[src/rtl/stack_arb.sv]
// stack_arb: round-robin push/pop arbiter and strobe sequencer for a negedge-clocked register stack.
// Build option: define STACK_ARB_CLR_EN to honour clr_i (re-clear the stack from IDLE).
module stack_arb #(
  parameter int WIDTH = 4,
  parameter int DEPTH = 4
) (
  input  logic                       clk_i,
  input  logic                       rst_ni,
  input  logic                       req_a_i,
  input  logic                       req_b_i,
  input  logic                       op_a_i,
  input  logic                       op_b_i,
  input  logic [WIDTH-1:0]           dat_a_i,
  input  logic [WIDTH-1:0]           dat_b_i,
  output logic                       ack_a_o,
  output logic                       ack_b_o,
  output logic                       err_a_o,
  output logic                       err_b_o,
  output logic [WIDTH-1:0]           rdat_o,
  input  logic [DEPTH*WIDTH-1:0]     stk_rows_i,
  output logic                       stk_w2_o,
  output logic                       stk_w1_o,
  output logic [WIDTH-1:0]           stk_din_o,
  output logic                       stk_clk_o,
  output logic                       stk_rst_o,
  output logic [$clog2(DEPTH+1)-1:0] depth_o,
  output logic                       full_o,
  output logic                       empty_o,
  input  logic                       clr_i
);

  localparam int DW = $clog2(DEPTH + 1);
  localparam int IW = (DEPTH > 1) ? $clog2(DEPTH) : 1;

  typedef enum logic [2:0] {INIT0, INIT1, IDLE, SETUP, STROBE, HOLD, REJ} state_e;

  state_e           state_q;
  logic             rr_q;
  logic             sel_b_q;
  logic             ack_a_q, ack_b_q, err_a_q, err_b_q;
  logic [WIDTH-1:0] rdat_q;
  logic             stk_w2_q, stk_w1_q, stk_clk_q, stk_rst_q;
  logic [WIDTH-1:0] stk_din_q;
  logic [DW-1:0]    depth_q;

  logic [WIDTH-1:0] rows [DEPTH];
  logic             any_req, sel_b, sel_op, legal;
  logic [WIDTH-1:0] sel_dat;
  logic [IW-1:0]    top_idx;
  logic [DW-1:0]    depth_d;

`ifdef STACK_ARB_CLR_EN
`else
  logic unused_clr;
  assign unused_clr = clr_i;
`endif

  always_comb begin
    for (int k = 0; k < DEPTH; k++) begin
      rows[k] = stk_rows_i[k*WIDTH +: WIDTH];
    end
  end

  // With both requesters active the round-robin pointer (1 = B) picks the winner.
  always_comb begin
    any_req = req_a_i | req_b_i;
    sel_b   = req_b_i & (~req_a_i | rr_q);
    sel_op  = sel_b ? op_b_i : op_a_i;
    sel_dat = sel_b ? dat_b_i : dat_a_i;
    legal   = sel_op ? (depth_q != DW'(DEPTH)) : (depth_q != '0);
    top_idx = IW'(depth_q - DW'(1));
    depth_d = stk_w2_q ? (depth_q + DW'(1)) : (depth_q - DW'(1));
  end

  always_ff @(posedge clk_i or negedge rst_ni) begin
    if (!rst_ni) begin
      state_q   <= INIT0;
      rr_q      <= 1'b0;
      sel_b_q   <= 1'b0;
      ack_a_q   <= 1'b0;
      ack_b_q   <= 1'b0;
      err_a_q   <= 1'b0;
      err_b_q   <= 1'b0;
      rdat_q    <= '0;
      stk_w2_q  <= 1'b0;
      stk_w1_q  <= 1'b0;
      stk_din_q <= '0;
      stk_clk_q <= 1'b0;
      stk_rst_q <= 1'b0;
      depth_q   <= '0;
    end else begin
      ack_a_q <= 1'b0;
      ack_b_q <= 1'b0;
      err_a_q <= 1'b0;
      err_b_q <= 1'b0;
      case (state_q)
        // Strobe rises for one cycle, then falls on INIT1 entry while stk_rst is still low.
        INIT0: begin
          if (!stk_clk_q) begin
            stk_clk_q <= 1'b1;
          end else begin
            stk_clk_q <= 1'b0;
            state_q   <= INIT1;
          end
        end
        INIT1: begin
          stk_rst_q <= 1'b1;
          state_q   <= IDLE;
        end
        IDLE: begin
`ifdef STACK_ARB_CLR_EN
          if (clr_i) begin
            stk_rst_q <= 1'b0;
            depth_q   <= '0;
            rdat_q    <= '0;
            state_q   <= INIT0;
          end else
`endif
          if (any_req) begin
            sel_b_q <= sel_b;
            if (legal) begin
              stk_w2_q  <= sel_op;
              stk_w1_q  <= ~sel_op;
              stk_din_q <= sel_dat;
              if (!sel_op) begin
                rdat_q <= rows[top_idx];
              end
              state_q <= SETUP;
            end else begin
              err_a_q <= ~sel_b;
              err_b_q <= sel_b;
              rr_q    <= ~sel_b;
              state_q <= REJ;
            end
          end
        end
        SETUP: begin
          stk_clk_q <= 1'b1;
          state_q   <= STROBE;
        end
        // Falling strobe: the stack acts now, so bookkeeping and the ack go with it.
        STROBE: begin
          stk_clk_q <= 1'b0;
          ack_a_q   <= ~sel_b_q;
          ack_b_q   <= sel_b_q;
          depth_q   <= depth_d;
          rr_q      <= ~sel_b_q;
          state_q   <= HOLD;
        end
        HOLD: begin
          stk_w2_q <= 1'b0;
          stk_w1_q <= 1'b0;
          state_q  <= IDLE;
        end
        REJ: begin
          state_q <= IDLE;
        end
        default: begin
          state_q <= INIT0;
        end
      endcase
    end
  end

  assign ack_a_o   = ack_a_q;
  assign ack_b_o   = ack_b_q;
  assign err_a_o   = err_a_q;
  assign err_b_o   = err_b_q;
  assign rdat_o    = rdat_q;
  assign stk_w2_o  = stk_w2_q;
  assign stk_w1_o  = stk_w1_q;
  assign stk_din_o = stk_din_q;
  assign stk_clk_o = stk_clk_q;
  assign stk_rst_o = stk_rst_q;
  assign depth_o   = depth_q;
  assign full_o    = (depth_q == DW'(DEPTH));
  assign empty_o   = (depth_q == '0);

endmodule

[config.mk]
export PLATFORM = sky130hd
export DESIGN_NAME = stack_arb
export DESIGN_NICKNAME = d
export VERILOG_FILES = /design/src/rtl/stack_arb.sv
export SDC_FILE = /design/constraint.sdc
export NUM_CORES = 1
export LEC_CHECK = 0
export ABC_AREA = 1
export BUFFER_PORTS_ARGS = -buffer_cell sky130_fd_sc_hd__clkbuf_2
export CORE_UTILIZATION = 50
export CTS_CLUSTER_SIZE = 28
export DETAILED_ROUTE_END_ITERATION = 16
export PLACE_DENSITY = 0.83
export SLEW_MARGIN = 20
export SYNTH_ARGS = -nofsm -noshare
export SYNTH_HDL_FRONTEND = slang
export SYNTH_SLANG_ARGS = --single-unit
export TNS_END_PERCENT = 5
[constraint.sdc]
create_clock -name clk_i -period 4.6 [get_ports clk_i]
set_input_delay 0 -clock clk_i [delete_from_list [all_inputs] [get_ports clk_i]]
set_output_delay 0 -clock clk_i [all_outputs]
set_load 0.03 [all_outputs]
==> results.ini <==
[logic_synthesis]
synthAdderAreaFrac_pct=2.88
post_synth_simple_gate_area_pct=25.6
synth_sequential_area_ratio_pct=46.1
synth-compound-area-share_pct=12.8
synthCells=152
synth.yosys.warnings=0
synth.mux.area_fraction_pct=3.07
synth_top_family_by_area=simple AND/OR/NAND/NOR gates
syn_avg_cell_area_sq_um=8.58
synth-seq-cells=24
synth-xor-area-share_pct=2.02
synth_fp_nets=186
netlist-cell-type-count=28
area_of_the_mapped_netlist_sq_um=1300

[grt]
grt_use_total_pct=22.2
grt-ovfl-total=0
grt_max_degree=25
initial_antenna_violation_count=0
globalRouteMet1Util_pct=24.0
grt_busiest_layer=met2
grt_use_met3_pct=4.02
grt_pass1_vias=1112
met2_resource_use_gr_pct=40.7
first_pass_grt_wire_length_mm=4.49

[drt]
drtAntennaViolNets=0
drt-wirelength-per-cell_um=11.8
num_vias=1187
drt_iter0_markers=8
drcViolationCount=0
viasPerCell=5.07
routed_wl_mm=2.75
firstDrtPassIters=4

[clocking]
insertion_delay_ps=300
clock_tree.buffer_depth=2
postCtsResizedCells=0
tritoncts_num_sinks=24
htreeDepth=1
tritoncts=built
tritoncts.num_buffers=3
clkSlewWorstSetupHoldPaths_ps=120
clock_tree.root_cell=sky130_fd_sc_hd__clkbuf_4

[floorplanning]
die_x_um=53.1
placementRows=18
ioPinCount=52
die_height_um=53.1
initial_util_pct=52.6
fp.dieArea_sq_um=2820
placeableCoreArea_sq_um=2480

[sta]
timing.fmax_mhz=531
timing_hold_violations_final=0
timing_max_transition_violations_final=0
slew_headroom_pct=61.6
worst-slew-pin-transition_ps=576
period_minus_slack_ps=1880
final.setup.tns_ps=0
setup_violations=0
fin_worst_skew_ps=1.15
grt_setup_unrepaired=no
timing.final.crit_share_pct=41.0

[placed_design]
gp_congestion=0.896
port_buffers=50
place_hpwl_mm=2.29

[power]
power-per-cell-area_nw_per_um2=674
p_total_mw=1.09
static-leakage-power_nw=0.932
peakVddDrop_mv=0.506

[status]
status=complete, no violations

[setup_path]
r2r_setup_slack_ps=2720
critPathKind=flop to flop
startpoint_type=flop
worst-endpoint-required_ps=4810
cp_max_fo=11
endpoint_kind=flop
cp_data_arrival_time_ps=2090

[finish]
most_frequent_cells_in_the_layout=50 x sky130_fd_sc_hd__clkbuf_2, 28 x sky130_fd_sc_hd__nand2_1, 24 x sky130_fd_sc_hd__dfrtp_1
layout_utilization_pct=65.2
mostFrequentLayoutCell=sky130_fd_sc_hd__clkbuf_2
areaGrowthSynthToFinish_pct=23.9
n_antenna_cell=0
post_route_cells_drive_above_1_share_pct=34.8
final_net_count=240

[min_path]
timing.hold.worst.class=primary input to flop

[run]
drv_cap=0

per-layer routing:
layer / part of all wire [%] / wire length [um]
met2: 51 / 1390
met5: 0 / 0
met3: 6.0 / 164
met1: 41 / 1130
met4: 2.4 / 65
layout make-up:
cell class | count | area (sq um)
Fill cell | 220 | 862
Sequential cell | 24 | 601
Timing Repair Buffer | 51 | 260
Clock buffer | 3 | 22.5
Multi-Input combinational cell | 102 | 604
Tap cell | 30 | 37.5
Inverter | 24 | 90.1
registers in the layout, indices dropped and copies added, names as in the netlist:
name / flops
rdat_o: 4
stk_din_o: 4
depth_o: 3
state_q: 3
ack_a_o: 1
ack_b_o: 1
err_a_o: 1
err_b_o: 1
rr_q: 1
sel_b_q: 1
stk_clk_o: 1
stk_rst_o: 1
stk_w1_o: 1
stk_w2_o: 1
worst max-delay path: stages, from the launching register on:
cell and delay [ps]:
sky130_fd_sc_hd__dfrtp_1 590, sky130_fd_sc_hd__inv_1 230, sky130_fd_sc_hd__ha_1 260, sky130_fd_sc_hd__nand2_1 170, sky130_fd_sc_hd__nand3_2 130, sky130_fd_sc_hd__nand3_2 130
sky130_fd_sc_hd__nand2_1 90, sky130_fd_sc_hd__o21bai_1 140, sky130_fd_sc_hd__inv_1 50
synth_stat cells, drive strengths merged:
cell type	number	share of area [%]
o22ai	4	1.9
nor4	1	0.48
buf	1	0.38
o21bai	2	1.2
nor2	13	4.7
o211ai	1	0.58
dfrtp	24	46
nand3	10	6.3
nand4	1	0.48
nand2	34	12
mux2i	4	3.1
a31o	1	0.67
o21ai	18	6.9
inv	24	6.9
xor2	3	2.0
ha	3	2.9
o31ai	2	1.2
a21oi	1	0.38
clkbuf	1	0.29
or2	4	1.9
path summary, 6_finish.rpt:
kind	from	endpoint	depth (start not counted)
min in group asynchronous	rst_ni	rr_q	2
max in group asynchronous	rst_ni	depth_o[0]	2
worst min-delay path	dat_b_i[1]	stk_din_o[1]	3
worst max-delay path	depth_o[0]	state_q[2]	8
worst min register to register	sel_b_q	ack_a_o	1
worst max register to register	depth_o[0]	state_q[2]	8
timing repair:
item	4_1_cts	5_1_grt
hold endpoints to repair	24	0
setup buffers	0	0
hold buffers	1	0
report_power, final:
group | switching, mW | internal, mW | total (mW)
sequential | 0.0760 | 0.295 | 0.371
combinational | 0.424 | 0.205 | 0.630
clock | 0.0572 | 0.0305 | 0.0877
total | 0.558 | 0.531 | 1.09
cell families (layout without fill, tap and decap cells):
group	after synthesis	count (layout)
and+or+nand+nor	63	63
AOI/OAI and AO/OA	29	29
buffers and inverters	26	78
DFF	24	24
muxes	4	4
adders and majority gates	3	3
xor gates and xnor gates	3	3
per-stage QoR:
step	instances	cell area, sq um	setup WS, ps	hold WS, ps
after floorplan	152	1300	2710	-296
after global placement	230	1580	2780	13.6
after detailed placement	230	1580	2710	26.8
after CTS	234	1620	2680	10.1
after global routing	234	1620	2500	17.6
final	234	1620	2720	24.9
(Power assumes the default switching activity.)
